`config.mk`:
```
export PLATFORM = sky130hd
export DESIGN_NAME = mel_band_sched
export DESIGN_NICKNAME = d
export VERILOG_FILES = /design/src/rtl/mel_pkg.sv /design/src/rtl/mel_edge_rom.sv /design/src/rtl/mel_band_sched.sv
export SDC_FILE = /design/constraint.sdc
export NUM_CORES = 1
export LEC_CHECK = 0
export CAP_MARGIN = 40
export CORE_MARGIN = 2
export CORE_UTILIZATION = 48
export CTS_CLUSTER_SIZE = 12
export DETAILED_ROUTE_END_ITERATION = 10
export HOLD_SLACK_MARGIN = 0.15
export PLACE_DENSITY = 0.69
export SLEW_MARGIN = 25
export SYNTH_ARGS = -nofsm -noshare
export SYNTH_HDL_FRONTEND = slang
export SYNTH_SLANG_ARGS = --single-unit
```
`constraint.sdc`:
```
create_clock -name clk -period 6.5 [get_ports clk]
set_clock_uncertainty 0.05 [all_clocks]
set_input_delay 1.3 -clock clk [delete_from_list [all_inputs] [get_ports clk]]
set_output_delay 1.3 -clock clk [all_outputs]
set_load 0.01 [all_outputs]
```
`src/rtl/mel_pkg.sv`:
```
// Shared definitions for the mel band scheduler: sizes, index typedefs,
// FSM state encoding, per-beat metadata and the mel filterbank edge table.
package mel_pkg;

   localparam int N_BANDS = 88;
   localparam int N_BINS  = 513;
   localparam int BIN_W   = 10;
   localparam int BAND_W  = 7;

   typedef logic [BIN_W-1:0]  bin_t;
   typedef logic [BAND_W-1:0] band_t;

   typedef enum logic [1:0] {
      ST_IDLE,
      ST_LOAD,
      ST_STREAM,
      ST_DRAIN
   } state_t;

   // Metadata that travels with each read; fin marks the last beat of the frame.
   typedef struct packed {
      bin_t  idx;
      band_t num;
      logic  first;
      logic  last;
      logic  fin;
   } meta_t;

   localparam bin_t  MAX_BIN   = bin_t'(N_BINS - 1);
   localparam band_t LAST_BAND = band_t'(N_BANDS - 1);

   // Band edges on the mel scale for 513 bins; band k spans edge[k]..edge[k+2].
   localparam int MEL_EDGES [N_BANDS+2] = '{
        0,   2,   4,   4,   5,   7,   8,  10,  11,  13,
       15,  16,  18,  20,  22,  24,  26,  28,  30,  32,
       34,  36,  39,  41,  44,  46,  49,  51,  54,  57,
       60,  63,  66,  69,  73,  76,  79,  83,  87,  90,
       94,  98, 102, 107, 111, 115, 120, 125, 130, 135,
      140, 145, 151, 156, 162, 168, 174, 180, 187, 193,
      200, 207, 214, 222, 230, 237, 246, 254, 262, 271,
      280, 290, 299, 309, 319, 330, 341, 352, 363, 375,
      387, 399, 412, 425, 439, 453, 467, 482, 497, 512
   };

endpackage

```
`src/rtl/mel_edge_rom.sv`:
```
// Combinational lookup of the lower and upper edge of one mel band.
module mel_edge_rom
   import mel_pkg::*;
(
   input  logic [6:0] band,
   output logic [9:0] lo_edge,
   output logic [9:0] hi_edge
);

   // Band k starts at edge[k] and ends at edge[k+2].
   always_comb begin
      lo_edge = bin_t'(MEL_EDGES[int'(band)]);
      hi_edge = bin_t'(MEL_EDGES[int'(band) + 2]);
   end

endmodule

```
`src/rtl/mel_band_sched.sv`:
```
// Frame scheduler: walks the mel bands, reads each band's bins from the bin
// buffer and streams them with index/band/first/last tags.
// Optional downstream back-pressure with a 2-entry skid buffer: MEL_SCHED_STALL_EN.
module mel_band_sched
   import mel_pkg::*;
#(
   parameter int I_BW = 14
) (
   input  logic                   clk,
   input  logic                   rst,
   input  logic                   start,
   output logic                   busy,
   output logic                   frame_done,
   output logic                   rd_en,
   output logic [9:0]             rd_addr,
   input  logic signed [I_BW-1:0] rd_data,
   output logic                   do_en,
   output logic signed [I_BW-1:0] data_o,
   output logic [9:0]             group_idx,
   output logic [6:0]             group_num,
   output logic                   is_first,
`ifdef MEL_SCHED_STALL_EN
   input  logic                   ds_ready,
`endif
   output logic                   is_last
);

   state_t state, state_nxt;
   band_t  band;
   bin_t   bin, lo, hi;
   bin_t   edge_lo, edge_hi, hi_clip;
   logic   at_hi, can_issue, xfer;
   meta_t  meta_cur, meta_p0, meta_p1;
   logic   vld_p0, vld_p1;
   logic signed [I_BW-1:0] data_p1;

   mel_edge_rom u_rom (
      .band    (band),
      .lo_edge (edge_lo),
      .hi_edge (edge_hi)
   );

   // A reversed table entry collapses the band to a single bin at lo.
   assign hi_clip  = (edge_hi < edge_lo) ? edge_lo :
                     (edge_hi > MAX_BIN) ? MAX_BIN : edge_hi;
   assign at_hi    = (bin == hi);
   assign meta_cur = '{idx: bin, num: band, first: (bin == lo), last: at_hi,
                       fin: (at_hi && band == LAST_BAND)};

   // FSM state register.
   always_ff @(posedge clk or negedge rst) begin
      if (!rst) state <= ST_IDLE;
      else      state <= state_nxt;
   end

   // FSM next-state: start only matters in IDLE; DRAIN ends when the final beat leaves.
   always_comb begin
      state_nxt = state;
      case (state)
         ST_IDLE:   if (start) state_nxt = ST_LOAD;
         ST_LOAD:   state_nxt = ST_STREAM;
         ST_STREAM: if (rd_en && at_hi) state_nxt = (band == LAST_BAND) ? ST_DRAIN : ST_LOAD;
         ST_DRAIN:  if (frame_done && xfer) state_nxt = ST_IDLE;
         default:   state_nxt = ST_IDLE;
      endcase
   end

   // FSM outputs: read strobe/address while streaming, busy whenever not idle.
   always_comb begin
      busy    = (state != ST_IDLE);
      rd_en   = (state == ST_STREAM) && can_issue;
      rd_addr = rd_en ? bin : '0;
   end

   // Band and bin counters; LOAD latches the band window from the edge table.
   always_ff @(posedge clk or negedge rst) begin
      if (!rst) begin
         band <= '0;
         bin  <= '0;
         lo   <= '0;
         hi   <= '0;
      end else begin
         case (state)
            ST_IDLE:   if (start) band <= '0;
            ST_LOAD: begin
               lo  <= edge_lo;
               hi  <= hi_clip;
               bin <= edge_lo;
            end
            ST_STREAM: if (rd_en) begin
               bin <= bin + 10'd1;
               if (at_hi && band != LAST_BAND) band <= band + 7'd1;
            end
            default: ;
         endcase
      end
   end

   // Stage p0: metadata waits one cycle alongside the RAM read.
   always_ff @(posedge clk or negedge rst) begin
      if (!rst) begin
         vld_p0  <= 1'b0;
         meta_p0 <= '0;
      end else begin
         vld_p0  <= rd_en;
         meta_p0 <= rd_en ? meta_cur : '0;
      end
   end

`ifdef MEL_SCHED_STALL_EN
   logic [1:0]             sk_cnt;
   logic signed [I_BW-1:0] sk_data [2];
   meta_t                  sk_meta [2];
   logic [2:0]             occ;

   // Reads are issued only if every beat already committed still has a slot
   // (output register plus two skid entries) when it returns.
   assign xfer      = vld_p1 & ds_ready;
   assign occ       = 3'(vld_p0) + 3'(sk_cnt) + 3'(vld_p1) - 3'(xfer);
   assign can_issue = (occ <= 3'd2);

   // Stage p1: output register refills from the skid buffer first, else straight from the RAM.
   always_ff @(posedge clk or negedge rst) begin
      if (!rst) begin
         vld_p1  <= 1'b0;
         data_p1 <= '0;
         meta_p1 <= '0;
         sk_cnt  <= '0;
         for (int i = 0; i < 2; i++) begin
            sk_data[i] <= '0;
            sk_meta[i] <= '0;
         end
      end else if (!vld_p1 || xfer) begin
         if (sk_cnt != 2'd0) begin
            vld_p1     <= 1'b1;
            data_p1    <= sk_data[0];
            meta_p1    <= sk_meta[0];
            sk_data[0] <= sk_data[1];
            sk_meta[0] <= sk_meta[1];
            if (vld_p0) begin
               if (sk_cnt == 2'd1) begin
                  sk_data[0] <= rd_data;
                  sk_meta[0] <= meta_p0;
               end else begin
                  sk_data[1] <= rd_data;
                  sk_meta[1] <= meta_p0;
               end
            end else begin
               sk_cnt <= sk_cnt - 2'd1;
            end
         end else if (vld_p0) begin
            vld_p1  <= 1'b1;
            data_p1 <= rd_data;
            meta_p1 <= meta_p0;
         end else begin
            vld_p1  <= 1'b0;
            data_p1 <= '0;
            meta_p1 <= '0;
         end
      end else if (vld_p0) begin
         if (sk_cnt == 2'd0) begin
            sk_data[0] <= rd_data;
            sk_meta[0] <= meta_p0;
         end else begin
            sk_data[1] <= rd_data;
            sk_meta[1] <= meta_p0;
         end
         sk_cnt <= sk_cnt + 2'd1;
      end
   end
`else
   assign xfer      = vld_p1;
   assign can_issue = 1'b1;

   // Stage p1: register RAM data together with its metadata.
   always_ff @(posedge clk or negedge rst) begin
      if (!rst) begin
         vld_p1  <= 1'b0;
         data_p1 <= '0;
         meta_p1 <= '0;
      end else begin
         vld_p1  <= vld_p0;
         data_p1 <= vld_p0 ? rd_data : '0;
         meta_p1 <= meta_p0;
      end
   end
`endif

   assign do_en      = vld_p1;
   assign data_o     = data_p1;
   assign group_idx  = meta_p1.idx;
   assign group_num  = meta_p1.num;
   assign is_first   = meta_p1.first;
   assign is_last    = meta_p1.last;
   assign frame_done = vld_p1 & meta_p1.fin;

endmodule

```
## Word-level counts from Yosys, hierarchy flattened

Memory sizes are Yosys's and may differ from the RTL's.
Cells that the tools add are included.

| operators by class | value |
|---|---|
| shift operators | 0 |
| $mul | 0 |
| div/mod/pow operators | 0 |
| add/sub/neg operators | 3 |
| eq/ne operators | 11 |
| reductions and logical operators | 10 |
| bitwise operators | 3 |
| magnitude comparators | 4 |
| muxes and demuxes | 18 |

Operators by type and width:

| cell | number |
|---|---|
| 10-bit 2-to-1 mux | 7 |
| 32-bit by 8-bit >= comparator with 1-bit output, second input constant | 2 |
| 32-bit inverter | 1 |
| 7-bit inverter with 32-bit output | 1 |
| 10-bit equality test | 2 |
| 20-bit 2-to-1 mux | 1 |
| 10-bit case mux with 2 select lines | 1 |
| 14-bit 2-to-1 mux | 1 |
| 7-bit 2-to-1 mux | 2 |
| 7-bit case mux with 2 select lines | 1 |
| 10-bit by 1-bit adder with 10-bit output, second input constant | 1 |
| 10-bit greater-than comparator, second input constant | 1 |
| 10-bit less-than comparator | 1 |
| 7-bit by 2-bit adder with 8-bit output, second input constant | 1 |
| 2-bit 2-to-1 mux | 4 |
| 2-bit case mux with 4 select lines | 1 |
| 7-bit by 1-bit adder with 7-bit output, second input constant | 1 |
| 7-bit equality test, second input constant | 1 |
| 7-bit != test, second input constant | 1 |
| 3-bit AND reduction | 2 |
| 2-bit nonzero test | 3 |
| 2-bit equality test, second input constant | 2 |
| 1-bit logical AND | 4 |
| 2-bit by 1-bit != test with 1-bit output, second input constant | 2 |
| 4 further kinds | 5 |

| word-level totals | value |
|---|---|
| latch bits | 0 |
| register bits after elaboration | 95 |
| input port bits | 17 |
| memory bits (writable) | 0 |
| memory bits (read-only) | 8192 |
| memories | 2 |
| word-level logic and storage cells | 69 |

Memory list:

| memory | words | bits a word | read ports | clocked after memory_dff | write ports | line | text |
|---|---|---|---|---|---|---|---|
| (no name shown) | 128 | 32 | 1 | 0 | 0 | mel_edge_rom.sv:13 | `hi_edge = bin_t'(MEL_EDGES[int'(band) + 2]);` |
| (no name shown) | 128 | 32 | 1 | 0 | 0 | mel_edge_rom.sv:12 | `lo_edge = bin_t'(MEL_EDGES[int'(band)]);` |

## Longest topological paths before layout

Gate-level depths: netlist of run 1.

| logic depth | value |
|---|---|
| word-level depth | 8 |
| depth in mapped cells | 21 |

## Modules after synthesis

Synthesis of run 1 repeated with hierarchy kept, for this count alone.

| second synthesis, totals | value |
|---|---|
| cell total of the unflattened synthesis | 713 |
| area total of the unflattened synthesis | 6444.9 sq um |

Modules (own cells, without submodules):

| module | area each (sq um) | instances | cells an instance |
|---|---|---|---|
| mel_band_sched | 4265.3 | 1 | 380 |
| mel_edge_rom | 2179.6 | 1 | 333 |

## Least setup slack after synthesis of run 1

Ideal clock, no wire load.

| timing path | value |
|---|---|
| kind | reg-to-reg |
| start | register band[2] |
| end | register hi[8] |
| setup slack | 1.954 ns |
| stages on the path, launching flop included | 19 |
| library setup time | 0.126 ns |
| data arrival time | 4.370 ns |
| cell sequence | dfrtp_1 > buf_4 > inv_1 > buf_1 > ha_1 > buf_2 > clkbuf_1 > buf_1 > clkbuf_1 > o22ai_1 > o21ai_0 > inv_1 > ha_1 > and4_1 > a221o_1 > or2_2 > nand2_1 > nor2_1 > a221o_1 |

| on the way | value |
|---|---|
| word-level cells in the longest chain between the ends | 8 |
| elaborated cells on any way between the ends | 13 |

RTL lines:

| element | line | text |
|---|---|---|
| start, declared | mel_band_sched.sv:29 | `band_t band;` |
| start signal, assigned | mel_band_sched.sv:92 | `if (at_hi && band != LAST_BAND) band <= band + 7'd1;` |
| 7-bit by 2-bit adder with 8-bit output | mel_edge_rom.sv:13 |  |
| 32-bit inverter (implied by the code) | mel_edge_rom.sv:13 |  |
| memory read 128 x 32 bit | - |  |
| 10-bit 2-to-1 mux (implied by the code) (2 in series) | mel_edge_rom.sv:13 |  |
| 10-bit greater-than comparator | mel_band_sched.sv:45 | `(edge_hi > MAX_BIN) ? MAX_BIN : edge_hi;` |
| 10-bit 2-to-1 mux | mel_band_sched.sv:45 |  |
| 10-bit 2-to-1 mux * | mel_band_sched.sv:44 | `assign hi_clip = (edge_hi < edge_lo) ? edge_lo :` |
| end signal, assigned | mel_band_sched.sv:87 | `hi <= hi_clip;` |
| end, declared | mel_band_sched.sv:30 | `bin_t bin, lo, hi;` |

Mark *: on every way between the ends. The rest lies on a longest branch, timed or not. The select of a mux whose other input is x is not followed.
A chain may end at the register's enable or synchronous reset.

## Worst setup path after layout of run 1

| timing path | value |
|---|---|
| start | register band[1] |
| end | register hi[6] |

Same word-level chain as after synthesis.

==> summary.md, run 1 <==
| Metric | Value |
|---|---|
| Hold Path Class | reg -> reg |
| DR pass1 iterations | 6 |
| RSZ-0062 raised after global routing | no |
| Largest buffer count on any clock path | 2 |
| Largest net degree at the start of global routing | 50 |
| Initial antenna violation count | 0 |
| Finished Core Util | 56.7% |
| P_sw | 763 uW |
| DR WL met3 | 1650 um |
| Top post-synthesis cells by count | dfrtp_1 (95), nand2_1 (63), nor2_1 (57) |
| Setup slack, reg-to-reg | 1.16 ns |
| CTS Root Cell | clkbuf_16 |
| Initial Util | 49.6% |
| Initial DRC count | 727 |
| Worst Reg-to-Reg Cells | 16 |
| Final worst-path cycle share | 82.1% |
| Worst Setup End Kind | flip-flop |
| Area share of the largest cell type after synthesis | 35.9% |
| Core Footprint | 13,300 um^2 |
| Syn avg cell area | 8.72 um^2 |
| Slew margin rel. | 47.7% |
| Worst Hold Endpoint | group_idx[5]$_DFF_PN0_ |
| Wire per inst | 19.7 um |
| Total track usage | 26.0% |
| RR Endpoint | hi[6]$_DFFE_PN0N_ |
| Slew @ Worst Pin | 0.785 ns |
| DRC Markers | 0 |
| Post-CTS sizing | 0 |
| Worst EP arrival | 5.55 ns |
| GRT overflow | 0 |
| VDD IR-drop max | 134 uV |
| Post-synth cell types | 73 |
| Yosys top cell by area | dfrtp_1 |
| Max-cap violations | 0 |
| Minimum hold slack | 0.292 ns |
| Clk pwr share | 26.4% |
| Final nets | 819 |
| Tmin final | 5.34 ns |
| Cells after synthesis | 759 |
| Port Buffer Count | 63 |
| Vias in the first global route | 5,494 |
| Fin. Hold Viols | 0 |
| Clk Latency, worst-skew pair | 0.35 ns |
| Syn_nets | 806 |
| Status | finished, final reports clean |
| Final cell count without fillers | 953 |
| Seq/Total Area, Yosys | 35.9% |
| Critical path launch point type | flip-flop |
| Total die area | 14,700 um^2 |
| Setup-failing EPs final | 0 |
| I/O pin total | 64 |
| WL met2 | 8480 um |
| Seq cells post-synth | 95 |
| Inst Count DP | 937 |
| Clock Pin Slew Worst Setup and Hold Paths | 0.08 ns |
| CP Class | reg -> reg |
| Layout area overhead | 14.4% |
| Number of enable flip-flop cells after synthesis | 0 |
| Routed via count | 5,922 |
| Post-CTS Repair Setup Buffers | 0 |
| Async set-reset flop share out of synthesis | 100% |
| Row count | 42 |
| Top post-synthesis cells by area | dfrtp_1 (36%), ha_1 (5.7%), o21ai_0 (3.7%) |
| Ant. Diodes | 0 |
| Combinational power share | 34.8% |
| Layout cells sized above 1 | 9.01% |
| Hold Buf Count CTS | 0 |
| Count leader, synth | dfrtp_1 |
| Cell area after synthesis | 6620 um^2 |
| Pint | 1.35 mW |
| H-tree levels | 3 |
| Setup TNS | 0 ns |
| Pwr Density | 279 nW/um^2 |
| Final total power | 2.11 mW |
| Die span in x | 121 um |
| CTS tree | built |
| Die Ht | 121 um |
| Num CTS Buffers | 9 |
| Global-route wire length before repair | 29,900 um |
| Hold path startpoint | meta_p0[15]$_DFF_PN0_ |
| Syn. warnings | 0 |
| Final Slew Violations | 0 |
| Total wire length | 18,800 um |
| Highest routed layer | met4 |
| Clock sinks | 95 |
| Crit-path max FO | 14 |
| Hold path depth | 0 |
| Routability cong. | 1.01 |
| Antenna-violating nets left | 0 |
| Critical R2R Launch | band[1]$_DFFE_PN0P_ |
| Sw Share | 36.1% |
| Crit path required time | 6.71 ns |
| P_leak | 3.15 nW |
| Met1 WL | 8050 um |
| Maximum operating frequency | 187 MHz |
| DR vias/cell | 6.21 |
| Ys flop type | dfrtp_1 |
| Placed wire-length estimate | 13,200 um |
| Sequential Power Share | 38.8% |
==> cell usage in the layout, fill, tap and decap left out, types with 26 or more instances in the layout <==
cell	n
a21oi_1	47
and2_1	30
clkdlybuf4s50_1	62
dfrtp_1	94
ha_1	30
inv_1	29
nand2_1	63
nand3_1	26
nor2_1	57
o21ai_0	49
==> cell families after synthesis <==
logic type                 count (synthesis)  share of synthesized area, %
DFF                                       95                          35.9
buffers and inverters                    116                          8.15
and+or+nand+nor                          251                          18.9
muxes                                     27                          4.99
adders and majority gates                 31                          5.82
AOI/OAI and AO/OA                        205                          21.1
xor gates and xnor gates                  34                          5.12
==> flip-flops by register name, indices dropped and copies added, names as in the netlist <==
signal / flops
band: 7
bin: 10
data_o: 14
do_en: 1
group_idx: 10
group_num: 7
hi: 10
is_first: 1
is_last: 1
lo: 10
meta_p0: 20
meta_p1: 1
state: 2
vld_p0: 1
==> area by class of cell <==
class | instances | area [um^2]
clock buffer | 9 | 225
clock inverter | 7 | 97.6
fill | 1169 | 5780
inverter | 31 | 116
multi-input combinational | 548 | 3700
sequential | 95 | 2380
tap | 176 | 220
timing repair buffer | 87 | 828
==> metrics by stage <==
| stage | setup WS (ns) | cell area (um^2) |
|---|---|---|
| after floorplan | 1.95 | 6620 |
| after global placement | 1.46 | 7220 |
| after detailed placement | 1.40 | 7240 |
| after CTS | 1.38 | 7570 |
| after global routing | 0.909 | 7570 |
| final | 1.16 | 7570 |
==> layer usage <==
layer  global-route usage [%]  vias up
met5                        0        -
met3                     4.18       51
met1                     37.4     2818
met2                     38.8      330
met4                     10.8        0
li1                         -     2723
==> worst max-delay path, stage by stage (launching register included) <==
cell,delay [ns]
dfrtp_1,0.63
inv_1,0.39
ha_1,0.76
nor2b_1,0.28
a21oi_1,0.09
a211oi_1,0.35
o32ai_1,0.13
o21ai_0,0.43
and2_1,0.21
ha_1,0.24
a21oi_1,0.14
o21ai_0,0.10
a221o_1,0.43
or2_2,0.34
o31ai_1,0.15
nand3_1,0.25
o221ai_1,0.26
==> how the worst max path moves through the flow <==
stage                        endpoint  slack (ns)  cells past startpoint           startpoint
floorplan           hi[8]$_DFFE_PN0N_        1.95                     18  band[2]$_DFFE_PN0P_
global placement    hi[7]$_DFFE_PN0N_        1.46                     16  band[1]$_DFFE_PN0P_
detailed placement  hi[6]$_DFFE_PN0N_        1.40                     16  band[1]$_DFFE_PN0P_
CTS                 hi[6]$_DFFE_PN0N_        1.38                     16  band[1]$_DFFE_PN0P_
global route        hi[7]$_DFFE_PN0N_        0.91                     16  band[1]$_DFFE_PN0P_
finish              hi[6]$_DFFE_PN0N_        1.16                     16  band[1]$_DFFE_PN0P_
==> power by group through the flow <==
stage          registers [mW]  clock network [mW]  logic (mW)
5_1_grt                 0.834               0.591       0.806
4_1_cts                 0.818               0.568       0.730
3_3_place_gp            0.823                   0       0.709
3_5_place_dp            0.830                   0       0.721
6_report                0.819               0.557       0.735
2_1_floorplan           0.778                   0       0.513
Note: power is estimated with default switching activity, not from simulation.
==> run 2, diff against run 1 <==
--- a/config.mk
+++ b/config.mk
@@ -11,7 +11,7 @@
 export CTS_CLUSTER_SIZE = 12
 export DETAILED_ROUTE_END_ITERATION = 10
 export HOLD_SLACK_MARGIN = 0.15
-export PLACE_DENSITY = 0.69
+export PLACE_DENSITY = 0.71
 export SLEW_MARGIN = 25
 export SYNTH_ARGS = -nofsm -noshare
 export SYNTH_HDL_FRONTEND = slang
==> constraint.sdc (replaced) <==
create_clock -name clk -period 4.5 [get_ports clk]
set_clock_uncertainty 0.05 [all_clocks]
set_input_delay 0.9 -clock clk [delete_from_list [all_inputs] [get_ports clk]]
set_output_delay 0.9 -clock clk [all_outputs]
set_load 0.01 [all_outputs]
==> run 2 against run 1 <==
Compared with the run above:
- critical path depth rose by 2
- sequential share of layout area fell by 1.4 points
- via count rose by 2.2%
- routed wire length rose by 2.0%
- cell count rose by 3.5%
- global-route usage rose by 0.39 points
- register-to-register slack got worse by 1.0 ns
- power rose by 45%
- non-clock buffer count rose by 33
- hold slack improved by 0.0035 ns
- core utilization rose by 2.6 points
- combinational power rose by 47%
==> summary.md, run 2 (same netlist as run 1, synthesis figures left out) <==
| Metric | Value |
|---|---|
| Initial DRC count | 450 (-38%) |
| Antenna-violating nets left | 0 (unchanged) |
| Layout cells sized above 1 | 13.8% (+4.8 points) |
| Setup-failing EPs final | 0 (unchanged) |
| Fin. Hold Viols | 0 (unchanged) |
| Status | finished, final reports clean |
| Total die area | 14,700 um^2 (unchanged) |
| Hold Buf Count CTS | 0 (unchanged) |
| I/O pin total | 64 (unchanged) |
| Crit-path max FO | 13 (-1) |
| Initial antenna violation count | 0 (unchanged) |
| Hold path startpoint | meta_p0[18]$_DFF_PN0_ |
| Slew @ Worst Pin | 0.901 ns (+0.116 ns) |
| Core Footprint | 13,300 um^2 (unchanged) |
| Total wire length | 19,200 um (+2.0%) |
| Crit path required time | 4.71 ns (-2.00 ns) |
| CP Class | reg -> reg |
| Most common cell after layout, fill and taps aside | dfrtp_1 |
| Initial Util | 49.6% (unchanged) |
| Most frequent cells in the layout | dfrtp_1 (94), nand2_1 (63), clkdlybuf4s50_1 (62), nor2_1 (57), buf_4 (49) |
| Largest register FFs | 20 (unchanged) |
| Max-cap violations | 0 (unchanged) |
| Die Ht | 121 um (unchanged) |
| Layout area overhead | 19.7% |
| DR pass1 iterations | 5 (-1) |
| P_sw | 1.09 mW (+43%) |
| Row count | 42 (unchanged) |
| Critical path launch point type | flip-flop |
| Combinational power share | 35.4% (+0.6 points) |
| Clock Pin Slew Worst Setup and Hold Paths | 0.07 ns (about the same) |
| Final worst-path cycle share | 97.0% (+15 points) |
| Biggest register | meta_p0 |
| Final Slew Violations | 0 (unchanged) |
| Critical R2R Launch | band[0]$_DFFE_PN0P_ |
| Port Buffer Count | 63 (unchanged) |
| Final cell count without fillers | 986 (+3.5%) |
| H-tree levels | 3 (unchanged) |
| Pwr Density | 386 nW/um^2 (+38%) |
| CP startpoint | band[0]$_DFFE_PN0P_ |
| Die span in x | 121 um (unchanged) |
| Wire per inst | 19.5 um (-1.4%) |
| Clock sinks | 95 (unchanged) |
| Sw Share | 35.6% (-0.54 points) |
| Maximum operating frequency | 229 MHz (+22%) |
| Clk pwr share | 26.1% (-0.3 points) |
| Tmin final | 4.37 ns (-0.969 ns) |
| Pint | 1.97 mW (+46%) |
| VDD IR-drop max | 198 uV (+48%) |
| Vias in the first global route | 5,644 (+2.7%) |
| Sequential Power Share | 38.5% (-0.3 points) |
| Inst Count DP | 964 (+2.9%) |
| Num CTS Buffers | 9 (unchanged) |
| DRC Markers | 0 (unchanged) |
| Post-route setup slack | 0.133 ns (-1.03 ns) |
| DR vias/cell | 6.14 (-1.3%) |
| Clk Latency, worst-skew pair | 0.35 ns (about the same) |
| GRT overflow | 0 (unchanged) |
| Worst Setup End Kind | flip-flop |
| Slew margin rel. | 39.7% (-8.0 points) |
| Final nets | 852 (+4.0%) |
| Ant. Diodes | 0 (unchanged) |
| Worst EP arrival | 4.58 ns (-0.97 ns) |
| Total track usage | 26.4% (+0.39 points) |
| Largest net degree at the start of global routing | 43 (-14%) |
| Global-route wire length before repair | 30,300 um (+1.5%) |
| Largest buffer count on any clock path | 2 (unchanged) |
| Placed wire-length estimate | 13,800 um (+4.4%) |
| CTS tree | built |
| Routed via count | 6,050 (+2.2%) |
| P_leak | 3.32 nW (+5.4%) |
| DP Worst Slack | 0.0685 ns (-1.33 ns) |
| CTS Root Cell | clkbuf_16 |
| Routability cong. | 0.977 (-3.0%) |
| Hold Path Class | reg -> reg |
[run 2: cell count changes in the layout (fill, tap and decap cells not counted), moves of 4 or more]
cell,change
ha_2,+6
buf_12,+5
ha_1,-6
buf_6,+4
buf_4,+25
[run 2: worst paths after layout]
check,endpoint,slack [ns],cells past startpoint
worst max-delay path,hi[6]$_DFFE_PN0N_,0.13,18
max in group asynchronous,meta_p0[1]$_DFF_PN0_,3.06,3
worst max register to register,hi[6]$_DFFE_PN0N_,0.13,18
min in group asynchronous,group_idx[4]$_DFF_PN0_,0.47,1
worst min-delay path,group_idx[8]$_DFF_PN0_,0.30,0
worst min register to register,group_idx[8]$_DFF_PN0_,0.30,0
[run 2: stage by stage]
stage	setup TNS (ns)	utilization (%)	power (mW)	hold slack (ns)	instance area (um^2)
after floorplan	0	-	1.86	0.281	6620
after global placement	0	55.9	2.22	0.282	7460
after detailed placement	0	56.0	2.25	0.285	7480
after CTS	0	58.4	3.06	0.299	7800
after global routing	-0.0300	59.3	3.24	0.301	7920
final	0	59.3	3.06	0.295	7920
[run 2: routing by layer]
layer  wire (um)  track usage [%]  vias to the layer above  part of all wire (%)
li1            -                -                     2786                     -
met1        8300             36.6                     2892                    43
met2        8670             40.2                      314                    45
met3        1480             4.46                       58                   7.7
met4         735             12.5                        0                   3.8
met5           0                0                        -                     0
[run 2: worst max-delay path, stage by stage, from the launching register on]
cell      delay [ns]
dfrtp_1         0.42
inv_1           0.10
buf_4           0.26
ha_1            0.48
o21ai_0         0.17
o211ai_1        0.11
o31ai_1         0.09
mux2_2          0.28
nor2_1          0.13
o32a_1          0.24
inv_1           0.07
ha_1            0.20
a21oi_1         0.14
o21ai_0         0.13
a221o_1         0.44
or2_2           0.35
o31ai_1         0.13
nand3_1         0.25
o221ai_1        0.27
[run 2: repair_timing]
item	4_1_cts	5_1_grt
resized for setup	0	15
setup buffers	0	4
setup endpoints to repair	0	9
[run 2: area by class of cell]
class                      instances  area [um^2]
clock buffer                       9          225
tap                              176          220
timing repair buffer             120         1130
fill                            1164         5430
multi-input combinational        548         3740
inverter                          31          116
sequential                        95         2380
clock inverter                     7         97.6
[run 2: power by group through the flow]
stage	sequential, mW	combinational [mW]	clock (mW)
3_3_place_gp	1.18	1.04	0
4_1_cts	1.18	1.07	0.812
6_report	1.18	1.08	0.798
3_5_place_dp	1.19	1.06	0
2_1_floorplan	1.12	0.741	0
5_1_grt	1.20	1.19	0.856
